<file path="config.mk">
export PLATFORM = sky130hd
export DESIGN_NAME = cpu_run_ctrl
export DESIGN_NICKNAME = d
export VERILOG_FILES = /design/src/rtl/cpu_run_ctrl.sv
export SDC_FILE = /design/constraint.sdc
export NUM_CORES = 1
export LEC_CHECK = 0
export ABC_AREA = 1
export CORE_MARGIN = 10
export CORE_UTILIZATION = 45
export CTS_CLUSTER_DIAMETER = 40
export CTS_CLUSTER_SIZE = 14
export DETAILED_ROUTE_END_ITERATION = 10
export PLACE_DENSITY = 0.77
export SLEW_MARGIN = 40
export SYNTH_ARGS = -nofsm -noshare
export SYNTH_HDL_FRONTEND = slang
export SYNTH_SLANG_ARGS = --single-unit
</file>
<file path="constraint.sdc">
create_clock -name clk -period 3.1 [get_ports clk]
set_clock_uncertainty 0.05 [all_clocks]
set_input_delay 0.465 -clock clk [delete_from_list [all_inputs] [get_ports clk]]
set_output_delay 0.465 -clock clk [all_outputs]
set_load 0.01 [all_outputs]
</file>
<file path="src/rtl/cpu_run_ctrl.sv">
// Run/step/halt sequencer for the 8-bit single-cycle cpu: clock enable, core reset, breakpoints,
// self-loop halt and enabled-cycle counter. Watchdog included when CPU_CTRL_WDOG_EN is defined.
module cpu_run_ctrl #(
    parameter int unsigned PC_W       = 8,
    parameter int unsigned CNT_W      = 16,
    parameter int unsigned RST_CYCLES = 2,
    parameter int unsigned WDOG_LIMIT = 1000
) (
    input  logic             clk,
    input  logic             reset_n,
    input  logic             run_req,
    input  logic             halt_req,
    input  logic             step_req,
    input  logic             restart_req,
    input  logic             bp_en,
    input  logic [PC_W-1:0]  bp_addr,
    input  logic [PC_W-1:0]  pc,
    output logic             cpu_en,
    output logic             cpu_rst,
    output logic [2:0]       state_o,
    output logic             halted,
    output logic             bp_hit,
    output logic             done,
    output logic [CNT_W-1:0] cycle_count,
    output logic             wdog_err
);

    localparam logic [2:0] ST_RST  = 3'd0;
    localparam logic [2:0] ST_IDLE = 3'd1;
    localparam logic [2:0] ST_RUN  = 3'd2;
    localparam logic [2:0] ST_STEP = 3'd3;
    localparam logic [2:0] ST_DONE = 3'd4;
    localparam logic [2:0] ST_ERR  = 3'd5;

    localparam int unsigned RCNT_W = (RST_CYCLES > 1) ? $clog2(RST_CYCLES) : 1;
    localparam logic [RCNT_W-1:0] RCNT_LAST = RCNT_W'(RST_CYCLES - 1);

    logic [2:0]        r_state;
    logic [RCNT_W-1:0] r_rst_cnt;
    logic [CNT_W-1:0]  r_cycle_count;
    logic              r_done;
    logic              r_bp_skip;
    logic [PC_W-1:0]   r_pc_q;
    logic              r_pc_vld;
    logic              r_prev_en;

    logic [2:0]        w_state_d;
    logic              w_cpu_en;
    logic              w_bp_hit;
    logic              w_brk;
    logic              w_loop;
    logic              w_wdog_fire;
    logic              w_exec;

    assign w_brk  = bp_en & (pc == bp_addr) & ~r_bp_skip;
    // Instruction that just executed branched to itself.
    assign w_loop = r_pc_vld & (pc == r_pc_q) & r_prev_en;
    assign w_exec = w_cpu_en & (r_state != ST_RST);

    always_comb begin
        w_state_d = r_state;
        w_cpu_en  = 1'b0;
        w_bp_hit  = 1'b0;
        case (r_state)
            ST_RST: begin
                w_cpu_en = 1'b1;
                if (!restart_req && r_rst_cnt == RCNT_LAST) begin
                    w_state_d = ST_IDLE;
                end
            end
            ST_IDLE: begin
                if (restart_req) begin
                    w_state_d = ST_RST;
                end else if (w_loop) begin
                    w_state_d = ST_DONE;
                end else if (step_req) begin
                    w_state_d = ST_STEP;
                end else if (run_req) begin
                    w_state_d = ST_RUN;
                end
            end
            ST_RUN: begin
                if (restart_req) begin
                    w_state_d = ST_RST;
                end else if (halt_req) begin
                    w_cpu_en  = ~w_brk;
                    w_state_d = ST_IDLE;
                end else if (w_brk) begin
                    w_bp_hit  = 1'b1;
                    w_state_d = ST_IDLE;
                end else if (w_loop) begin
                    w_state_d = ST_DONE;
                end else if (w_wdog_fire) begin
                    w_state_d = ST_ERR;
                end else begin
                    w_cpu_en = 1'b1;
                end
            end
            ST_STEP: begin
                if (restart_req) begin
                    w_state_d = ST_RST;
                end else begin
                    w_cpu_en  = 1'b1;
                    w_state_d = ST_IDLE;
                end
            end
            ST_DONE, ST_ERR: begin
                if (restart_req) begin
                    w_state_d = ST_RST;
                end
            end
            default: w_state_d = ST_RST;
        endcase
    end

    always_ff @(posedge clk or negedge reset_n) begin
        if (!reset_n) begin
            r_state       <= ST_RST;
            r_rst_cnt     <= '0;
            r_cycle_count <= '0;
            r_done        <= 1'b0;
            r_bp_skip     <= 1'b0;
            r_pc_q        <= '0;
            r_pc_vld      <= 1'b0;
            r_prev_en     <= 1'b0;
        end else begin
            r_state <= w_state_d;
            if (restart_req) begin
                r_rst_cnt     <= '0;
                r_cycle_count <= '0;
                r_done        <= 1'b0;
                r_bp_skip     <= 1'b0;
                r_pc_vld      <= 1'b0;
                r_prev_en     <= 1'b0;
            end else begin
                if (r_state == ST_RST && w_state_d == ST_RST) begin
                    r_rst_cnt <= r_rst_cnt + 1'b1;
                end
                if (w_exec) begin
                    if (r_cycle_count != {CNT_W{1'b1}}) begin
                        r_cycle_count <= r_cycle_count + 1'b1;
                    end
                    r_pc_q    <= pc;
                    r_pc_vld  <= 1'b1;
                    r_bp_skip <= 1'b0;
                end
                // Lets the next RUN/STEP leave the breakpointed PC.
                if (w_bp_hit) begin
                    r_bp_skip <= 1'b1;
                end
                if (w_state_d == ST_DONE) begin
                    r_done <= 1'b1;
                end
                r_prev_en <= w_exec;
            end
        end
    end

`ifdef CPU_CTRL_WDOG_EN
    localparam int unsigned WD_W = $clog2(WDOG_LIMIT + 1);

    logic [WD_W-1:0] r_wdog_cnt;
    logic            r_wdog_err;

    assign w_wdog_fire = (r_state == ST_RUN) && (r_wdog_cnt == WD_W'(WDOG_LIMIT - 1));

    always_ff @(posedge clk or negedge reset_n) begin
        if (!reset_n) begin
            r_wdog_cnt <= '0;
            r_wdog_err <= 1'b0;
        end else begin
            if (r_state == ST_RUN) begin
                r_wdog_cnt <= r_wdog_cnt + 1'b1;
            end else begin
                r_wdog_cnt <= '0;
            end
            if (restart_req) begin
                r_wdog_err <= 1'b0;
            end else if (r_state == ST_RUN && w_state_d == ST_ERR) begin
                r_wdog_err <= 1'b1;
            end
        end
    end

    assign wdog_err = r_wdog_err;
`else
    logic w_unused_wdog;

    assign w_unused_wdog = (WDOG_LIMIT != 0);
    assign w_wdog_fire   = 1'b0;
    assign wdog_err      = 1'b0;
`endif

    assign cpu_en      = w_cpu_en;
    assign cpu_rst     = (r_state == ST_RST);
    assign state_o     = r_state;
    assign halted      = (r_state == ST_IDLE) || (r_state == ST_DONE) || (r_state == ST_ERR);
    assign bp_hit      = w_bp_hit;
    assign done        = r_done;
    assign cycle_count = r_cycle_count;

endmodule
</file>
==> results.txt <==
----------------------------------------------------
[Die]
  Initial core utilization ... 47.0%
  I/O pins ... 48
  Placement row count ... 25
  Die area ... 0.00822 mm²
  Die Width ... 90.7 µm
  Core Footprint ... 0.00479 mm²
  Die H ... 90.7 µm

[Setup path]
  Maximum fanout encountered on the critical timing path ... 5
  Startpoint class of the critical path ... input port
  Data required time of the critical path ... 2580 ps
  Critical setup path kind ... input port to output pin
  List of cells traversed by the critical path ... clkdlybuf4s50_1 > inv_1 > a21oi_2 > nand3_1 > nor2_1 > nand3_2 > nand4_4 > nand3_1 > clkdlybuf4s50_1
  Maximum cell stage delay along the critical path ... 610 ps
  CP max-delay cell ... clkdlybuf4s50_1
  Kind of end point of the critical path ... output pin
  Data arrival time of the critical path ... 2360 ps

[Power]
  Switching pwr ... 495 µW
  Portion of total power attributed to sequential cells ... 38.5%
  Switching power share of the total ... 34.7%
  Pleak ... 0.00138 µW
  Internal portion of total power ... 931 µW
  Share of total power in the clock network ... 28.0%
  Maximum VDD drop ... 0.289 mV
  Power per standard cell area ... 498 mW/mm²
  Part of the power in combinational logic ... 33.5%

[Route]
  Detailed Routing Iterations Pass 1 ... 4
  Number of violations reported at the end of detailed-routing iteration 0 ... 93
  DRC violations left ... 0
  Count of antenna-violating nets left after detailed routing ... 0
  Vias per cell ... 4.89
  Per-cell routed wire length ... 12.9 µm
  Routed Wire Length ... 5760 µm
  Vias ... 2180

[Yosys]
  EDFF count, synth ... 0
  Ys Warns ... 0
  Dominant combinational cell family by area after synthesis ... simple AND/OR/NAND/NOR gates
  Count leader, synth ... nand2_1
  Post-synthesis area per instance ... 6.83 µm²
  Fraction of registers with async set or reset after synthesis ... 100%
  Share of the synthesized area in the top cell type ... 35.6%
  Number of distinct library cells after synthesis ... 34
  Synth Instances ... 329
  Leading cell types by total area after synthesis ... dfrtp_1 (36%), nand2_1 (16%), inv_1 (6.8%), nor2_1 (6.5%), xor2_1 (5.1%)
  Most numerous cell types in the synthesized netlist ... nand2_1 (95), inv_1 (41), nor2_1 (39)
  Mux contribution to synthesized area ... 0%
  Synth Area in Simple Gates ... 39.1%
  Synthesized Nets ... 353
  Sequential-to-total area share from yosys stat ... 35.6%
  Post-synthesis cell area ... 0.00225 mm²
  Xor and xnor area share after synthesis ... 6.63%
  Arithmetic-cell share of the synthesized area counting full adders, half adders and majority gates ... 0.557%
  Leading area contributor after synthesis ... dfrtp_1
  FF+latch count, synth ... 32
  Compound-Gate Fraction of Synth Area ... 6.57%
  Most used flip-flop cell after synthesis ... dfrtp_1

[Layout]
  Antenna diode count ... 0
  Final #Nets ... 402
  P&R area growth vs syn ... 27.5%
  Filler cell count in the final layout ... 445
  Area of the multi-input gates ... 0.00119 mm²
  Share of layout cells above drive strength 1 ... 10.3%
  FF/Latch Area ... 801 µm²

[Global routing]
  Global route total overflow ... 0
  Number of antenna violations at the first check in global routing ... 0
  Pin count of the biggest net entering global routing ... 33
  Wire length of the first global-routing pass ... 9600 µm
  GRT Resource Usage Total ... 14.0%
  Number of global-route vias before repair ... 2100

[Outcome]
  Status ... finished clean

[Timing]
  Highest clock frequency the design can meet ... 348 MHz
  Final total negative setup slack ... 0 ps
  Period utilisation layout ... 92.7%
  RSZ-0062 raised after global routing ... false
  Final setup viols ... 0
  Minimum clock period ... 2870 ps
  Total count of max-transition violations in the final report ... 0
  Worst hold-check slack ... 441 ps
  Final hold viol count ... 0

[Clock network]
  Insertion delay of the later-clocked pin in the worst-skew pair ... 290 ps
  Post-cts sizing count ... 0
  Total number of clock tree sinks ... 32
  Clock-pin slew of the registers on the worst-case setup and hold paths ... 70 ps
  Buffer levels on the longest clock path ... 2
  Post-CTS Setup Repair Bufs ... 0
  Clock tree from TritonCTS ... done
  Clock buffer count from CTS ... 5
  # hold bufs at CTS ... 0
  Root cell of the clock tree ... clkbuf_8
  H-tree level count ... 2

[Placed design]
  Post-DP HPWL ... 4420 µm
  Count of port buffers added during placement ... 46
  Routability cong. ... 0.861

[Hold path]
  Kind of path behind the tightest hold check ... flip-flop to flip-flop

[Flow run]
  Maximum capacitance violations ... 0

----------------------------------------------------
## final timing paths
check,from,to,slack (ps),depth (start not counted)
max,pc[7],cpu_en,230,9
min,r_pc_vld,r_pc_vld,440,2
max reg2reg,cycle_count[0],cycle_count[13],960,11
min reg2reg,r_pc_vld,r_pc_vld,440,2
max in group asynchronous,reset_n,cycle_count[9],2180,2
min in group asynchronous,reset_n,cycle_count[1],520,2
## metal layers
metal,GRT usage [%],vias up,share of wire [%]
li1,-,1116,-
met3,4.24,9,5.7
met2,23.1,62,46
met4,4.64,0,1.5
met5,0,-,0
met1,16.8,993,46
## layout make-up
cell class	count	area share (%)
Multi-Input combinational cell	238	41.6
Timing Repair Buffer	49	16.9
Inverter	52	6.90
Clock buffer	6	2.53
Tap cell	67	2.93
Sequential cell	32	28.0
Clock inverter	2	1.22
## cells in the final DEF (no fill, tap or decap), types with 7 or more instances in the layout
master / Yosys / final
nand2_2: 10 / 10
inv_1: 41 / 41
dfrtp_1: 32 / 32
nand2_1: 95 / 95
clkdlybuf4s50_1: 0 / 46
xor2_1: 13 / 13
inv_2: 7 / 7
nand4_1: 9 / 9
nand3_1: 22 / 22
o21ai_0: 15 / 15
nor2_1: 39 / 39
## kinds of logic after synthesis
group / count (synthesis)
simple gates: 192
buf+inv: 59
flops: 32
compound gates: 27
xor+xnor: 17
fa+ha+maj: 1
other cells: 1
## power groups by stage
stage                     registers, µW  logic, µW  clock network [µW]
final                               549        478                 400
after global routing                556        540                 425
after detailed placement            555        480                   0
after CTS                           548        483                 407
after global placement              552        472                   0
after floorplan                     550        305                   0
## flip-flops by register name, summed over array words and instances, names as in the netlist
name and cells:
r_bp_skip 1, state_o 3, cycle_count 16, r_pc_q 8
r_pc_vld 1, r_prev_en 1, done 1, r_rst_cnt 1
## through the flow
| step | area (µm²) | cells | total power, µW | setup WS (ps) | util [%] |
|---|---|---|---|---|---|
| 2_1_floorplan | 2250 | 329 | 855 | 1230 | - |
| 3_3_place_gp | 2760 | 438 | 1020 | 293 | 57.6 |
| 3_5_place_dp | 2760 | 438 | 1040 | 228 | 57.6 |
| 4_1_cts | 2860 | 446 | 1440 | 231 | 59.8 |
| 5_1_grt | 2860 | 446 | 1520 | 113 | 59.8 |
| 6_report | 2860 | 446 | 1430 | 226 | 59.8 |
## worst max-delay path: cells and delay by family
kind / cells / cell delay, ps
AOI/OAI and AO/OA: 1 / 160
and+or+nand+nor: 5 / 550
buffers and inverters: 3 / 1180
Power figures use the tool's default switching activity.
